==> src/rtl/uart_word_tx.sv <==
// uart_word_tx: drains 32-bit words from the output FIFO
// and sends each as optional header + 4 bytes, UART 8N1.
module uart_word_tx #(
  parameter int unsigned CLKS_PER_BIT = 868,
  parameter bit          HDR_EN       = 1'b1,
  parameter logic [7:0]  HDR_BYTE     = 8'hA5
) (
  input  logic        clk,
  input  logic        rst,
  input  logic        enable,
  input  logic        fifo_empty,
  input  logic [31:0] fifo_rd_data,
  output logic        fifo_rd_en,
  output logic        tx,
  output logic        busy,
  output logic [15:0] words_sent
);

  localparam int unsigned CW =
    (CLKS_PER_BIT > 2) ? $clog2(CLKS_PER_BIT) : 1;
  localparam logic [CW-1:0] BAUD_LAST =
    CW'(CLKS_PER_BIT - 1);
  localparam logic [2:0] FIRST_IDX =
    HDR_EN ? 3'd0 : 3'd1;
  localparam logic [2:0] LAST_IDX = 3'd4;

  typedef enum logic [2:0] {
    S_IDLE,
    S_POP,
    S_LATCH,
    S_START,
    S_DATA,
    S_STOP
  } state_t;

  state_t        state;
  logic [31:0]   word_reg;
  logic [2:0]    byte_idx;
  logic [2:0]    bit_idx;
  logic [7:0]    shreg;
  logic [CW-1:0] baud;
  logic          baud_done;

  assign baud_done = (baud == BAUD_LAST);

  function automatic logic [7:0] sel_byte(
    input logic [31:0] w,
    input logic [2:0]  idx
  );
    logic [7:0] b;
    b = HDR_BYTE;
    unique case (1'b1)
      idx == 3'd1: b = w[7:0];
      idx == 3'd2: b = w[15:8];
      idx == 3'd3: b = w[23:16];
      idx == 3'd4: b = w[31:24];
      default:     b = HDR_BYTE;
    endcase
    return b;
  endfunction

  // Word sequencer: pop, latch, then start/data/stop per byte.
  always_ff @(posedge clk or posedge rst) begin
    if (rst) begin
      state      <= S_IDLE;
      tx         <= 1'b1;
      fifo_rd_en <= 1'b0;
      busy       <= 1'b0;
      words_sent <= '0;
      word_reg   <= '0;
      byte_idx   <= '0;
      bit_idx    <= '0;
      shreg      <= '0;
      baud       <= '0;
    end else begin
      fifo_rd_en <= 1'b0;
      unique case (state)
        S_IDLE: begin
          tx <= 1'b1;
          if (enable && !fifo_empty) begin
            state      <= S_POP;
            fifo_rd_en <= 1'b1;
            busy       <= 1'b1;
          end
        end
        S_POP: begin
          state <= S_LATCH;
        end
        S_LATCH: begin
          word_reg <= fifo_rd_data;
          byte_idx <= FIRST_IDX;
          shreg    <= sel_byte(fifo_rd_data, FIRST_IDX);
          baud     <= '0;
          tx       <= 1'b0;
          state    <= S_START;
        end
        S_START: begin
          if (baud_done) begin
            baud    <= '0;
            bit_idx <= '0;
            tx      <= shreg[0];
            shreg   <= {1'b0, shreg[7:1]};
            state   <= S_DATA;
          end else begin
            baud <= baud + 1'b1;
          end
        end
        S_DATA: begin
          if (baud_done) begin
            baud <= '0;
            if (bit_idx == 3'd7) begin
              tx    <= 1'b1;
              state <= S_STOP;
            end else begin
              bit_idx <= bit_idx + 3'd1;
              tx      <= shreg[0];
              shreg   <= {1'b0, shreg[7:1]};
            end
          end else begin
            baud <= baud + 1'b1;
          end
        end
        S_STOP: begin
          if (baud_done) begin
            baud <= '0;
            if (byte_idx != LAST_IDX) begin
              byte_idx <= byte_idx + 3'd1;
              shreg    <= sel_byte(word_reg,
                                   byte_idx + 3'd1);
              tx       <= 1'b0;
              state    <= S_START;
            end else begin
              words_sent <= words_sent + 16'd1;
              busy       <= 1'b0;
              state      <= S_IDLE;
            end
          end else begin
            baud <= baud + 1'b1;
          end
        end
        default: begin
          state <= S_IDLE;
          busy  <= 1'b0;
          tx    <= 1'b1;
        end
      endcase
    end
  end

endmodule

==> config.mk <==
export PLATFORM = sky130hd
export DESIGN_NAME = uart_word_tx
export DESIGN_NICKNAME = d
export VERILOG_FILES = /design/src/rtl/uart_word_tx.sv
export SDC_FILE = /design/constraint.sdc
export NUM_CORES = 1
export LEC_CHECK = 0
export ABC_AREA = 1
export BUFFER_PORTS_ARGS = -buffer_cell sky130_fd_sc_hd__clkbuf_2
export CORE_UTILIZATION = 45
export CTS_CLUSTER_SIZE = 10
export DETAILED_ROUTE_END_ITERATION = 10
export MAX_ROUTING_LAYER = met4
export PLACE_DENSITY = 0.72
export SLEW_MARGIN = 20
export SYNTH_ARGS = -nofsm -noshare
export SYNTH_HDL_FRONTEND = slang
export SYNTH_SLANG_ARGS = --single-unit
==> constraint.sdc <==
create_clock -name clk -period 2.6 [get_ports clk]
set_clock_uncertainty 0.15 [all_clocks]
set_input_delay 0.26 -clock clk [delete_from_list [all_inputs] [get_ports clk]]
set_output_delay 0.26 -clock clk [all_outputs]
set_load 0.01 [all_outputs]
==> flow_summary.ini, run 1 <==
[grt]
grt_pass1_vias = 3413
track_usage_pct = 21.0
grt_antenna_before_repair = 0
grt_pass1_wl_um = 15900
grt_max_degree = 34
grt_remaining_overflow = 0

[critical_path]
cp-end-kind = register
path_delay_family = simple AND/OR/NAND/NOR gates
crit_end = words_sent[13]
critical-path-max-stage-delay_ns = 0.43
rr_startpoint = byte_idx[0]
start_kind = register
worstPathRequired_ns = 2.69
path_depth = 9
crit_path_cell_trace = inv_1 -> ha_1 -> nand2_1 -> inv_2 -> nand2_4 -> nor2_8 -> nand4_4 -> o21ai_1 -> nand2_1
cpMaxStageDelayCell = dfrtp_1
critPathMostFrequentCell = nand2_1
crit_buf_inv = 2
crit_type = reg -> reg
cp_data_arrival_time_ns = 2.24
reg2reg_depth = 9
r2r_slack_ns = 0.45
cp-startpoint = byte_idx[0]
reg2reg_to = words_sent[13]
cp_max_fo = 10

[drt]
viasPerCell = 5.12
wl_um = 8900
drc = 0
met1_length_um = 4120
routedWlPerCell_um = 13.3
num_vias = 3430
drt-initial-drc-count = 139
wl_met2_um = 4340
dr.pass1.iters = 4
drtAntennaViolNets = 0
highest_layer = met4
wl_met3_um = 358

[yosys]
syn_area_um2 = 4210
synthMuxAreaShare_pct = 8.56
ys.flop_type = dfrtp_1
synth.yosys.warnings = 0
syn-num-nets = 515
yosys.area_share.simple_pct = 27.7
seq_area_frac_synth_pct = 46.4
synth_cells = 470
ys_types = 37
synth-xor-area-share_pct = 3.54
synth-edff-count = 0
async_reset_ff_share_pct = 100
synth_top_family_by_area = simple AND/OR/NAND/NOR gates
synthAdderAreaFrac_pct = 2.67
synth_area_per_cell_um2 = 8.96
synth_seq_cells = 78
synth_compound_area_share_pct = 4.96

[timing]
finalSetupTns_ns = 0
max_freq_ghz = 0.465
rsz0062_at_grt = no
finalCritPeriodShare_pct = 82.8
setup_viol = 0
worstMarginPinSlew_ns = 0.645
hold_viol_final = 0
slew_viol_final = 0
relSlewSlack_pct = 56.9
fin_crit_ns = 2.15

[layout]
largest_register_ffs = 32
n_antenna_cell = 0
drive_gt1_share_pct = 25.1
final_util_pct = 57.4
finalNetCount = 602
syn_to_final_growth_pct = 21.2
fin_cells = 670
design_area_um2 = 5100

[worst_hold_path]
hp-start = fifo_rd_data[8]
holdCritPathClass = in -> reg

[power]
pwr-share-comb_pct = 5.8
p_int_uw = 1820
pwr-share-seq_pct = 53.2
peakVddDrop_v = 0.000330
leakagePower_uw = 0.00254
p_clk_share_pct = 41.0
switching_share_pct = 22.7
powerDensity_nw_per_um2 = 462
p_sw_uw = 535

[place]
numPortBuffers = 54
place_inst = 624
dp_hpwl_um = 6430
gp_congestion = 0.886
placed_cell_area_um2 = 4590

[job]
max_cap_violations = 0

[clock_network]
cts_made_buffers = 9
cts_root_buf = clkbuf_8
clock_path_buffers = 2
clock_sinks = 78
ctsResizeCount = 0
htree_levels = 3
cts_tree = built
clk_latency_ns = 0.35
clk_pin_slew_ns = 0.09

[floorplan]
die_w_um = 98.7
io_pins = 55
die_area_um2 = 9750
chipHeight_um = 98.7
rows = 34
initial_core_util_pct = 47.4
coreArea_um2 = 8890

[status]
status = complete, no violations
==> power groups by stage <==
stage                     clock network [uW]  logic (uW)  registers [uW]
final                                    967         137            1250
after global routing                    1040         154            1260
after CTS                                988         135            1250
after detailed placement                   0         103            1280
after global placement                     0        99.2            1280
after floorplan                            0        53.6            1270
==> timing repair <==
item,CTS,global route
endpoints found under the hold margin,51,2
hold buffers,28,2
buffers inserted,0,0
==> cells in the final DEF (no fill, tap or decap), drive strengths merged <==
master       synthesis  layout
nand2              139     139
dfrtp               77      77
clkbuf               2      65
inv                 45      46
nand3               41      41
nor2                35      35
mux2                32      32
dlygate4sd3          0      30
o21ai               19      19
nand4               16      16
a21oi               13      13
xor2                11      11
ha                   9       9
nor3                 8       8
xnor2                6       6
clkinv               1       4
buf                  9       3
o22ai                2       2
o21a                 1       1
nand3b               1       1
o31ai                1       1
a2bb2oi              1       1
bufinv               0       1
dfstp                1       1
==> area by class of cell <==
cell class,instances,area (um2)
inverter,46,180
tap,108,135
clock buffer,11,151
clock inverter,5,65.1
sequential,78,1950
fill,768,3790
timing repair buffer,87,618
multi-input combinational,335,2000
==> cell usage after synthesis, drive strengths merged, types with 6 or more instances <==
cell type  instances  share of area (%)
a21oi             13                1.7
buf                9                1.7
dfrtp             77                 46
ha                 9                2.7
inv               45                4.1
mux2              32                8.6
nand2            139                 14
nand3             41                5.3
nand4             16                2.7
nor2              35                4.8
nor3               8                1.2
o21ai             19                2.3
xnor2              6                1.2
xor2              11                2.3
==> worst register-to-register path, delay by kind of cell, from the launching register on <==
family / cells / cell delay [ns]
flip-flops: 1 / 0.43
AND/OR/NAND/NOR: 5 / 0.67
adder cells (fa/ha/maj): 1 / 0.40
buffers and inverters: 2 / 0.24
AO/OA/AOI/OAI: 1 / 0.13
==> per-layer routing <==
layer / up-vias / track usage, %
met2: 80 / 33.8
met4: 0 / 5.40
met3: 9 / 3.69
li1: 1721 / -
met1: 1620 / 27.4
met5: - / -
==> cell families (layout without fill, tap and decap cells) <==
group / after synthesis / in the layout
buffers and inverters: 57 / 149
flip-flops: 78 / 78
AND/OR/NAND/NOR: 240 / 240
XOR/XNOR: 17 / 17
adder cells (fa/ha/maj): 9 / 9
multiplexers: 32 / 32
AO/OA/AOI/OAI: 37 / 37
==> per-stage QoR <==
step | setup WS (ns) | hold WS, ns | power, uW
final | 0.448 | 0.00659 | 2360
after global routing | 0.233 | 0.000941 | 2450
after floorplan | 0.197 | 0.260 | 1330
after CTS | 0.430 | 0.00359 | 2380
after global placement | 0.549 | 0.219 | 1370
after detailed placement | 0.447 | 0.217 | 1380
==> worst min-delay path by stage <==
| stage | endpoint | slack, ns | cells past startpoint |
|---|---|---|---|
| finish | word_reg[8] | 0.007 | 2 |
| global route | word_reg[8] | 0.0009 | 2 |
| CTS | word_reg[9] | 0.004 | 2 |
| detailed placement | shreg[2] | 0.22 | 2 |
| global placement | shreg[4] | 0.22 | 2 |
| floorplan | word_reg[0] | 0.26 | 1 |
No activity file was read; power rests on OpenSTA's default activity.
==> inputs of run 2 (changes only) <==
==> constraint.sdc (replaced) <==
create_clock -name clk -period 2.2 [get_ports clk]
set_clock_uncertainty 0.15 [all_clocks]
set_input_delay 0.22 -clock clk [delete_from_list [all_inputs] [get_ports clk]]
set_output_delay 0.22 -clock clk [all_outputs]
set_load 0.01 [all_outputs]
==> flow_summary.ini, run 2 (synthesized netlist as in run 1, its figures left out) <==
[status]
status = complete, no violations

[place]
place_ws_ns = 0.184
place_inst = 624
gp_congestion = 0.863
numPortBuffers = 54
dp_hpwl_um = 6210

[clock_network]
htree_levels = 3
clock_path_buffers = 2
cts_tree = built
cts_made_buffers = 9
clock_sinks = 78
cts_root_buf = clkbuf_8
clk_latency_ns = 0.36
clk_pin_slew_ns = 0.08

[power]
p_int_uw = 2090
peakVddDrop_v = 0.000379
p_clk_share_pct = 39.3
p_sw_uw = 622
total_power_uw = 2710
switching_share_pct = 23.0
leakagePower_uw = 0.00254
pwr-share-seq_pct = 54.7
powerDensity_nw_per_um2 = 528
pwr-share-comb_pct = 6.0

[drt]
num_vias = 3414
routedWlPerCell_um = 13.4
viasPerCell = 5.07
dr.pass1.iters = 4
drt-initial-drc-count = 176
drc = 0
drtAntennaViolNets = 0
wl_um = 9020

[layout]
syn_to_final_growth_pct = 21.7
fin_cells = 674
n_antenna_cell = 0
largest_register_ffs = 32
drive_gt1_share_pct = 24.6
finalNetCount = 606
layout_common_cells = nand2_1, dfrtp_1, clkbuf_2
final_common_cell = nand2_1

[timing]
worstMarginPinSlew_ns = 0.430
finalSetupTns_ns = 0
rsz0062_at_grt = no
fin_crit_ns = 1.96
relSlewSlack_pct = 71.2
worst_slack_ns = 0.238
max_freq_ghz = 0.510
hold_viol_final = 0
slew_viol_final = 0
setup_viol = 0
timing.hold.ws_ns = 0.0209
finalCritPeriodShare_pct = 89.2

[critical_path]
cp_max_fo = 12
worstPathRequired_ns = 2.34
rr_startpoint = state[1]
cp-end-kind = register
reg2reg_to = shreg[2]
start_kind = register
crit_type = reg -> reg
r2r_slack_ns = 0.24
reg2reg_depth = 12
cp_data_arrival_time_ns = 2.10

[floorplan]
initial_core_util_pct = 47.4
die_w_um = 98.7
coreArea_um2 = 8890
rows = 34
die_area_um2 = 9750
io_pins = 55
chipHeight_um = 98.7

[worst_hold_path]
holdCritPathClass = in -> reg
hp-start = fifo_empty
hold_depth = 4
hold-path-endpoint = fifo_rd_en

[grt]
track_usage_pct = 21.1
grt_antenna_before_repair = 0
grt_pass1_wl_um = 15800
grt_remaining_overflow = 0
grt_max_degree = 79
grt_pass1_vias = 3522

[job]
max_cap_violations = 0
[run 2: power by group through the flow]
stage / logic [uW] / clock network, uW / registers, uW
floorplan: 63.7 / 0 / 1500
global placement: 113 / 0 / 1510
detailed placement: 116 / 0 / 1510
CTS: 162 / 1090 / 1480
global route: 183 / 1140 / 1480
finish: 163 / 1060 / 1480
[run 2: metal layers]
layer / up-vias / track usage (%) / wire [um]
met5: - / - / 0
met4: 0 / 6.77 / 97
met3: 8 / 6.10 / 361
met2: 83 / 33.7 / 4280
met1: 1600 / 25.9 / 4280
li1: 1723 / - / -
[run 2: worst max-delay path by stage]
stage	startpoint	endpoint	slack [ns]	cells past startpoint
floorplan	byte_idx[0]	shreg[7]	0.35	11
global placement	byte_idx[1]	shreg[0]	0.24	11
detailed placement	byte_idx[1]	shreg[5]	0.18	11
CTS	byte_idx[1]	shreg[5]	0.15	11
global route	state[1]	shreg[2]	0.06	12
finish	state[1]	shreg[2]	0.24	12
[run 2: stage by stage]
step,util [%],cell area (um2)
global route,57.6,5120
detailed placement,51.6,4590
global placement,51.6,4590
finish,57.6,5120
floorplan,-,4220
CTS,57.6,5120
[run 2: critical path, stage by stage, from the launching register on]
cell and delay [ns]:
dfrtp_1 0.51, inv_4 0.07, nand2_2 0.09, inv_1 0.06, nand2_1 0.07, nand2_1 0.27, nor2_2 0.26, inv_1 0.13
nand2_1 0.08, inv_1 0.04, nand2_1 0.06, nand2_1 0.05, nand2_1 0.05
[run 2: repair_timing]
action / CTS / global route
setup buffers: 0 / 0
hold buffers: 34 / 0
endpoints found under the hold margin: 110 / 0
gates resized for setup: 0 / 1
endpoints found under the setup margin: 0 / 3
[run 2: final cells by class]
| class | instances | area, um2 |
|---|---|---|
| Clock buffer | 11 | 131 |
| Clock inverter | 5 | 58.8 |
| Fill cell | 769 | 3770 |
| Inverter | 46 | 184 |
| Multi-Input combinational cell | 335 | 2000 |
| Sequential cell | 78 | 1950 |
| Tap cell | 108 | 135 |
| Timing Repair Buffer | 91 | 658 |
